### config.mk
export PLATFORM = sky130hd
export DESIGN_NAME = dma_write_upsizer
export DESIGN_NICKNAME = d
export VERILOG_FILES = /design/src/rtl/dma_pkg.sv /design/src/rtl/dma_resp_scoreboard.sv /design/src/rtl/dma_write_upsizer.sv
export SDC_FILE = /design/constraint.sdc
export NUM_CORES = 1
export LEC_CHECK = 0
export CELL_PAD_IN_SITES_DETAIL_PLACEMENT = 2
export CELL_PAD_IN_SITES_GLOBAL_PLACEMENT = 2
export CORE_ASPECT_RATIO = 0.5
export CORE_MARGIN = 1
export CORE_UTILIZATION = 32
export CTS_CLUSTER_SIZE = 10
export DETAILED_ROUTE_END_ITERATION = 12
export PLACE_DENSITY = 0.89
export SETUP_SLACK_MARGIN = 0.4
export SYNTH_ARGS = -nofsm -noshare
export SYNTH_HDL_FRONTEND = slang
export SYNTH_SLANG_ARGS = --single-unit
### constraint.sdc
create_clock -name clock -period 9.5 [get_ports clock]
set_input_delay 1.9 -clock clock [delete_from_list [all_inputs] [get_ports clock]]
set_output_delay 1.9 -clock clock [all_outputs]
set_load 0.02 [all_outputs]
### src/rtl/dma_pkg.sv
// Shared constants, types and helpers for the DMA write upsizer and its
// response scoreboard.
package dma_pkg;

  localparam int DMA_ADDR_W   = 49;
  localparam int DMA_NARROW_W = 32;
  localparam int DMA_WIDE_W   = 128;
  localparam int DMA_ID_W     = 6;
  localparam int DMA_MAX_OUT  = 16;
  localparam int DMA_NB       = DMA_NARROW_W / 8;
  localparam int DMA_WB       = DMA_WIDE_W / 8;

  localparam logic [1:0] BURST_INCR  = 2'b01;
  localparam logic [1:0] RESP_OKAY   = 2'b00;
  localparam logic [1:0] RESP_SLVERR = 2'b10;

  // Number of narrow lanes packed into one wide beat.
  function automatic int lane_count(input int wide_w, input int narrow_w);
    return wide_w / narrow_w;
  endfunction

  typedef struct packed {
    logic [DMA_ADDR_W-1:0]   addr;
    logic [DMA_NARROW_W-1:0] data;
    logic [DMA_NB-1:0]       strb;
  } narrow_req_t;

  typedef struct packed {
    logic [DMA_WIDE_W-1:0] data;
    logic [DMA_WB-1:0]     strb;
    logic                  last;
  } wide_w_t;

endpackage

### src/rtl/dma_resp_scoreboard.sv
// In-order ID ring for outstanding M00 writes: absorbs out-of-order B
// responses and hands them back to the DMA port strictly in issue order.
module dma_resp_scoreboard
  import dma_pkg::*;
#(
  parameter int ID_W    = DMA_ID_W,
  parameter int MAX_OUT = DMA_MAX_OUT
) (
  input  logic                         clock,
  input  logic                         RESETn,
  input  logic                         alloc,
  output logic [$clog2(MAX_OUT)-1:0]   alloc_id,
  output logic [$clog2(MAX_OUT):0]     credits,
  input  logic [ID_W-1:0]              m_bid,
  input  logic [1:0]                   m_bresp,
  input  logic                         m_bvalid,
  output logic [1:0]                   s_bresp,
  output logic                         s_bvalid,
  input  logic                         s_bready,
  output logic                         err_unexp_b
);

  localparam int PTR_W = $clog2(MAX_OUT);
  localparam int CNT_W = PTR_W + 1;

  logic [PTR_W-1:0]   head_reg, tail_reg;
  logic [CNT_W-1:0]   credits_reg;
  logic [MAX_OUT-1:0] done_reg;
  logic [1:0]         bresp_reg [MAX_OUT];
  logic               err_reg;

  logic               retire, b_hit;
  logic [PTR_W-1:0]   b_slot, b_offset;
  logic [CNT_W-1:0]   outstanding;
  logic [MAX_OUT-1:0] set_vec, clr_vec;

  assign outstanding = CNT_W'(MAX_OUT) - credits_reg;
  assign b_slot      = m_bid[PTR_W-1:0];
  assign b_offset    = b_slot - head_reg;

  // An ID is live only if it lies in [head, tail) modulo the ring size.
  always_comb begin
    b_hit = 1'b0;
    if (m_bvalid && ((m_bid >> PTR_W) == '0))
      b_hit = ({1'b0, b_offset} < outstanding);
  end

  assign s_bvalid    = done_reg[head_reg];
  assign s_bresp     = bresp_reg[head_reg];
  assign retire      = s_bvalid && s_bready;
  assign alloc_id    = tail_reg;
  assign credits     = credits_reg;
  assign err_unexp_b = err_reg;

  // A repeated B for a slot already done is absorbed so s_bresp stays stable.
  for (genvar gi = 0; gi < MAX_OUT; gi++) begin : g_slot
    assign clr_vec[gi] = retire && (head_reg == PTR_W'(gi));
    assign set_vec[gi] = b_hit && (b_slot == PTR_W'(gi)) && !done_reg[gi];
  end

  always_ff @(posedge clock or negedge RESETn) begin
    if (!RESETn) begin
      done_reg <= '0;
      for (int i = 0; i < MAX_OUT; i++) bresp_reg[i] <= RESP_OKAY;
    end else begin
      for (int i = 0; i < MAX_OUT; i++) begin
        if (clr_vec[i]) begin
          done_reg[i] <= 1'b0;
        end else if (set_vec[i]) begin
          done_reg[i]  <= 1'b1;
          bresp_reg[i] <= m_bresp;
        end
      end
    end
  end

  always_ff @(posedge clock or negedge RESETn) begin
    if (!RESETn) begin
      head_reg    <= '0;
      tail_reg    <= '0;
      credits_reg <= CNT_W'(MAX_OUT);
      err_reg     <= 1'b0;
    end else begin
      if (alloc)  tail_reg <= tail_reg + PTR_W'(1);
      if (retire) head_reg <= head_reg + PTR_W'(1);
      case ({alloc, retire})
        2'b10:   credits_reg <= credits_reg - CNT_W'(1);
        2'b01:   credits_reg <= credits_reg + CNT_W'(1);
        default: credits_reg <= credits_reg;
      endcase
      if (m_bvalid && !b_hit) err_reg <= 1'b1;
    end
  end

endmodule

### src/rtl/dma_write_upsizer.sv
// Captures single-beat narrow DMA writes, upsizes them onto the wide M00
// port and returns B responses in issue order via the response scoreboard.
module dma_write_upsizer
  import dma_pkg::*;
#(
  parameter int ADDR_W   = DMA_ADDR_W,
  parameter int NARROW_W = DMA_NARROW_W,
  parameter int WIDE_W   = DMA_WIDE_W,
  parameter int ID_W     = DMA_ID_W,
  parameter int MAX_OUT  = DMA_MAX_OUT
) (
  input  logic                       clock,
  input  logic                       RESETn,
  input  logic [ADDR_W-1:0]          s_awaddr,
  input  logic                       s_awvalid,
  output logic                       s_awready,
  input  logic [NARROW_W-1:0]        s_wdata,
  input  logic [NARROW_W/8-1:0]      s_wstrb,
  input  logic                       s_wvalid,
  output logic                       s_wready,
  output logic [1:0]                 s_bresp,
  output logic                       s_bvalid,
  input  logic                       s_bready,
  output logic [ID_W-1:0]            m_awid,
  output logic [ADDR_W-1:0]          m_awaddr,
  output logic [7:0]                 m_awlen,
  output logic [2:0]                 m_awsize,
  output logic [1:0]                 m_awburst,
  output logic                       m_awvalid,
  input  logic                       m_awready,
  output logic [WIDE_W-1:0]          m_wdata,
  output logic [WIDE_W/8-1:0]        m_wstrb,
  output logic                       m_wlast,
  output logic                       m_wvalid,
  input  logic                       m_wready,
  input  logic [ID_W-1:0]            m_bid,
  input  logic [1:0]                 m_bresp,
  input  logic                       m_bvalid,
  output logic                       m_bready,
  output logic [$clog2(MAX_OUT):0]   credits,
  output logic                       err_unexp_b
);

  localparam int NB     = NARROW_W / 8;
  localparam int WB     = WIDE_W / 8;
  localparam int LANES  = lane_count(WIDE_W, NARROW_W);
  localparam int NB_LG  = $clog2(NB);
  localparam int WB_LG  = $clog2(WB);
  localparam int PTR_W  = $clog2(MAX_OUT);

  narrow_req_t            req_reg;
  logic                   aw_held_reg, w_held_reg;
  logic                   awvalid_reg, wvalid_reg;
  logic [ID_W-1:0]        awid_reg;
  logic [ADDR_W-1:0]      awaddr_reg;
  wide_w_t                w_reg, w_next;

  logic                   alloc, issue_pending;
  logic [PTR_W-1:0]       alloc_id;
  logic [PTR_W:0]         credits_int;
  logic [WB_LG-NB_LG-1:0] lane;
  logic [WIDE_W-1:0]      wide_data;
  logic [WB-1:0]          wide_strb;

  assign s_awready     = !aw_held_reg;
  assign s_wready      = !w_held_reg;
  assign issue_pending = awvalid_reg || wvalid_reg;
  assign alloc         = aw_held_reg && w_held_reg && (credits_int != '0) && !issue_pending;

  // Narrow data goes to every lane; the strobe selects the addressed lane.
  assign lane = req_reg.addr[WB_LG-1:NB_LG];
  for (genvar gi = 0; gi < LANES; gi++) begin : g_lane
    assign wide_data[gi*NARROW_W +: NARROW_W] = req_reg.data;
  end
  assign wide_strb = WB'(req_reg.strb) << (NB * int'(lane));

  always_comb begin
    w_next      = '0;
    w_next.data = wide_data;
    w_next.strb = wide_strb;
    w_next.last = 1'b1;
  end

  always_ff @(posedge clock or negedge RESETn) begin
    if (!RESETn) begin
      aw_held_reg <= 1'b0;
      w_held_reg  <= 1'b0;
      req_reg     <= '0;
    end else if (alloc) begin
      aw_held_reg <= 1'b0;
      w_held_reg  <= 1'b0;
    end else begin
      if (s_awvalid && s_awready) begin
        aw_held_reg  <= 1'b1;
        req_reg.addr <= s_awaddr;
      end
      if (s_wvalid && s_wready) begin
        w_held_reg   <= 1'b1;
        req_reg.data <= s_wdata;
        req_reg.strb <= s_wstrb;
      end
    end
  end

  // AW and W retire independently; the issue stays pending until both have.
  always_ff @(posedge clock or negedge RESETn) begin
    if (!RESETn) begin
      awvalid_reg <= 1'b0;
      wvalid_reg  <= 1'b0;
      awid_reg    <= '0;
      awaddr_reg  <= '0;
      w_reg       <= '0;
    end else if (alloc) begin
      awvalid_reg <= 1'b1;
      wvalid_reg  <= 1'b1;
      awid_reg    <= ID_W'(alloc_id);
      awaddr_reg  <= req_reg.addr;
      w_reg       <= w_next;
    end else begin
      if (awvalid_reg && m_awready) awvalid_reg <= 1'b0;
      if (wvalid_reg && m_wready)   wvalid_reg  <= 1'b0;
    end
  end

  assign m_awid    = awid_reg;
  assign m_awaddr  = awaddr_reg;
  assign m_awlen   = 8'd0;
  assign m_awsize  = 3'(NB_LG);
  assign m_awburst = BURST_INCR;
  assign m_awvalid = awvalid_reg;
  assign m_wdata   = w_reg.data;
  assign m_wstrb   = w_reg.strb;
  assign m_wlast   = w_reg.last;
  assign m_wvalid  = wvalid_reg;
  assign m_bready  = 1'b1;
  assign credits   = credits_int;

  dma_resp_scoreboard #(
    .ID_W    (ID_W),
    .MAX_OUT (MAX_OUT)
  ) u_scoreboard (
    .clock       (clock),
    .RESETn      (RESETn),
    .alloc       (alloc),
    .alloc_id    (alloc_id),
    .credits     (credits_int),
    .m_bid       (m_bid),
    .m_bresp     (m_bresp),
    .m_bvalid    (m_bvalid),
    .s_bresp     (s_bresp),
    .s_bvalid    (s_bvalid),
    .s_bready    (s_bready),
    .err_unexp_b (err_unexp_b)
  );

endmodule

==> metrics.md <==
| Metric | Value |
|---|---|
| Slew margin rel. | `25.0%` |
| Cell Pwr Density | `391 nW/um^2` |
| Pre-CTS setup slack | `4.02 ns` |
| P&R area growth vs syn | `31.3%` |
| Worst-Skew Late Latency | `0.56 ns` |
| Mux cell area share after synthesis | `14.3%` |
| Fraction of synthesized cell area in xor and xnor cells | `1.06%` |
| Largest register FFs | `83` |
| FP Rows | `48` |
| Port Buffers | `311` |
| Async S/R FF share, synth | `100%` |
| Final design utilization | `43.4%` |
| Max-slew violation count | `0` |
| Die area | `37100 sq um` |
| Root buffer cell | `clkbuf_16` |
| Syn Inst Count | `1055` |
| Routed wire per std cell | `22.5 um` |
| Final wirelength | `39400 um` |
| # clock sinks | `253` |
| Logic pwr share | `49.1%` |
| Final setup violation count | `0` |
| Synth Area in Compound Gates | `3.90%` |
| Distinct cells, synth | `58` |
| RR Endpoint | `u_scoreboard.credits[4]` |
| Longest Clk Path Bufs | `3` |
| Mean Syn Cell Area | `11.0 sq um` |
| H-tree depth | `1` |
| WP data arrival | `3.28 ns` |
| Worst Path Max Fanout | `20` |
| Initial antenna violation count | `3` |
| Total congestion overflow | `0` |
| Crit share post-route | `54.5%` |
| Worst Min Path Start | `u_scoreboard.err_unexp_b` |
| Min Tclk post-route | `5.18 ns` |
| Adder-cell share of the synthesized area | `2.18%` |
| Outcome | `complete, no violations` |
| Critical R2R Launch | `u_scoreboard.credits[0]` |
| Core area | `35100 sq um` |
| Drt drc | `0` |
| Critical path launch point | `u_scoreboard.head_reg[1]` |
| Setup slack after layout | `4.32 ns` |
| Commonest non-fill, non-tap cell in the layout | `clkdlybuf4s50_1` |
| Sequential power share | `33.9%` |
| Via count | `8459` |
| Vias in the first global route | `9827` |
| Most frequent cells in the layout | `clkdlybuf4s50_1 (310), nand2_1 (299), dfrtp_1 (252)` |
| Clock power frac | `16.9%` |
| # resized after CTS | `0` |
| Worst-path clk slew | `0.06 ns` |
| Seq/Total Area, Yosys | `54.6%` |
| Seq. cell area | `6330 sq um` |
| DIE HEIGHT | `137 um` |
| Ratio of cells with drive above 1 in the final layout | `14.6%` |
| Non-filler instance count after layout | `1748` |
| Power, Total | `0.00596 W` |
| Fill count | `3572` |
| Worst Path Required | `7.60 ns` |
| Setup bufs post-CTS | `0` |
| Initial DRT Pass Iterations | `6` |
| Final hold viol count | `0` |
| Main combinational cell family by area after synthesis | `simple AND/OR/NAND/NOR gates` |
| Max-cap violations | `0` |
| Worst Hold Class | `reg -> reg` |
| Post-route setup TNS | `0 ns` |
| 1st-iter DRT viols | `326` |
| Post-synthesis simple-gate area fraction | `14.6%` |
| Hpwl dp | `27500 um` |
| Flops & latches, synth | `253` |
| Worst r2r path cells | `15` |
| Main flop type after synthesis | `dfrtp_1` |
| CTS buffer count | `29` |
| Total GRT Usage | `21.2%` |
| First-pass GRT wire length | `61000 um` |
| Largest net degree at the start of global routing | `122` |
| RSZ-0062 raised after global routing | `false` |
| Worst Setup Start Kind | `flip-flop` |
| DR vias/cell | `4.84` |
| Internal | `0.00344 W` |
| Post-Syn Area | `11600 sq um` |
| F_max | `0.193 GHz` |
| CP Capture Type | `primary output` |
| Number of synthesized flops with an enable pin | `0` |
| Synth warnings | `0` |
| Starting density of the core | `33.1%` |
| Net Switching | `0.00251 W` |
| Hold Buf Count CTS | `0` |
| Post-Route Skew | `0.0135 ns` |
| Area contributors post-synth | `dfrtp_1 (54%), mux2_2 (11%), nand2_1 (9.7%), buf_4 (7.2%), mux4_2 (1.9%)` |
| Maximum vdd drop | `0.130 mV` |
| Die W | `271 um` |
| Top cell type's share of synthesized area | `54.4%` |
| Area occupied by multi-input gates | `4260 sq um` |
| Placed Cells | `1703` |
| Worst-Margin Slew | `1.12 ns` |
| Worst hold path cell count | `1` |
| Hold worst-path end | `u_scoreboard.err_unexp_b` |
| Synth area leader | `dfrtp_1` |
| Leakage Power | `6.84 nW` |
| DRT antenna net count | `0` |
| Sw frac | `42.2%` |
| CTS tree | `yes` |
| Critical path class | `reg -> out` |
| Routability congestion estimate | `0.873` |
| R2r setup slk | `4.86 ns` |
| Ports | `328` |
| Final #Nets | `1379` |
## metal layers
metal  global-route usage [%]  vias to the layer above  wire length [um]
li1                         -                     3766                 -
met5                        0                        -                 0
met3                     2.54                       63               827
met2                     41.3                      137             22500
met1                     23.8                     4493             14800
met4                     8.05                        0              1270
## through the flow
step	instance area, sq um	hold slack [ns]
4_1_cts	15200	0.465
6_report	15200	0.455
5_1_grt	15200	0.476
3_3_place_gp	14400	0.440
3_5_place_dp	14400	0.452
2_1_floorplan	11700	0.435
## how the worst max path moves through the flow
stage | endpoint | slack (ns)
detailed placement | u_scoreboard.bresp_reg[4] | 4.02
finish | s_bvalid | 4.32
global placement | u_scoreboard.bresp_reg[13] | 4.15
global route | s_bvalid | 4.21
floorplan | u_scoreboard.bresp_reg[10] | 4.95
CTS | s_bvalid | 4.30
## final cells by class
cell class | instances | area share (%)
diodes | 4 | 0.0657
clock buffers | 39 | 5.08
clock inverters | 2 | 0.181
inverters | 17 | 0.427
multi-input cells | 640 | 27.9
flip-flops and latches | 253 | 41.6
well taps | 475 | 3.90
repair buffers | 318 | 20.8
## power groups by stage
stage,logic [W],clock network (W),registers (W)
floorplan,0.00169,0,0.00209
detailed placement,0.00292,0,0.00203
CTS,0.00297,0.00104,0.00203
global route,0.00313,0.00108,0.00209
global placement,0.00276,0,0.00197
finish,0.00292,0.00101,0.00202
## cells by family after synthesis
logic type,after synthesis
AOI/OAI and AO/OA,56
xor gates and xnor gates,14
adders and majority gates,19
buffers and inverters,176
DFF,253
muxes,136
other,2
and+or+nand+nor,399
## Yosys cell counts, types with 7 or more instances
master / count
nor2b_1: 8
inv_1: 17
and2_1: 7
nor2_1: 33
dfrtp_1: 252
ha_1: 17
xnor2_1: 8
nand2_1: 299
mux2i_1: 8
o21ai_0: 10
nand3_1: 18
mux4_2: 10
mux2_2: 109
buf_4: 112
clkbuf_1: 41
## critical path: stages, from the launching register on
cell,delay (ns)
dfrtp_1,0.69
nor2b_1,0.32
a221oi_1,0.68
and2_1,0.29
or2_2,0.14
clkdlybuf4s50_1,0.60
(Power assumes the default switching activity.)
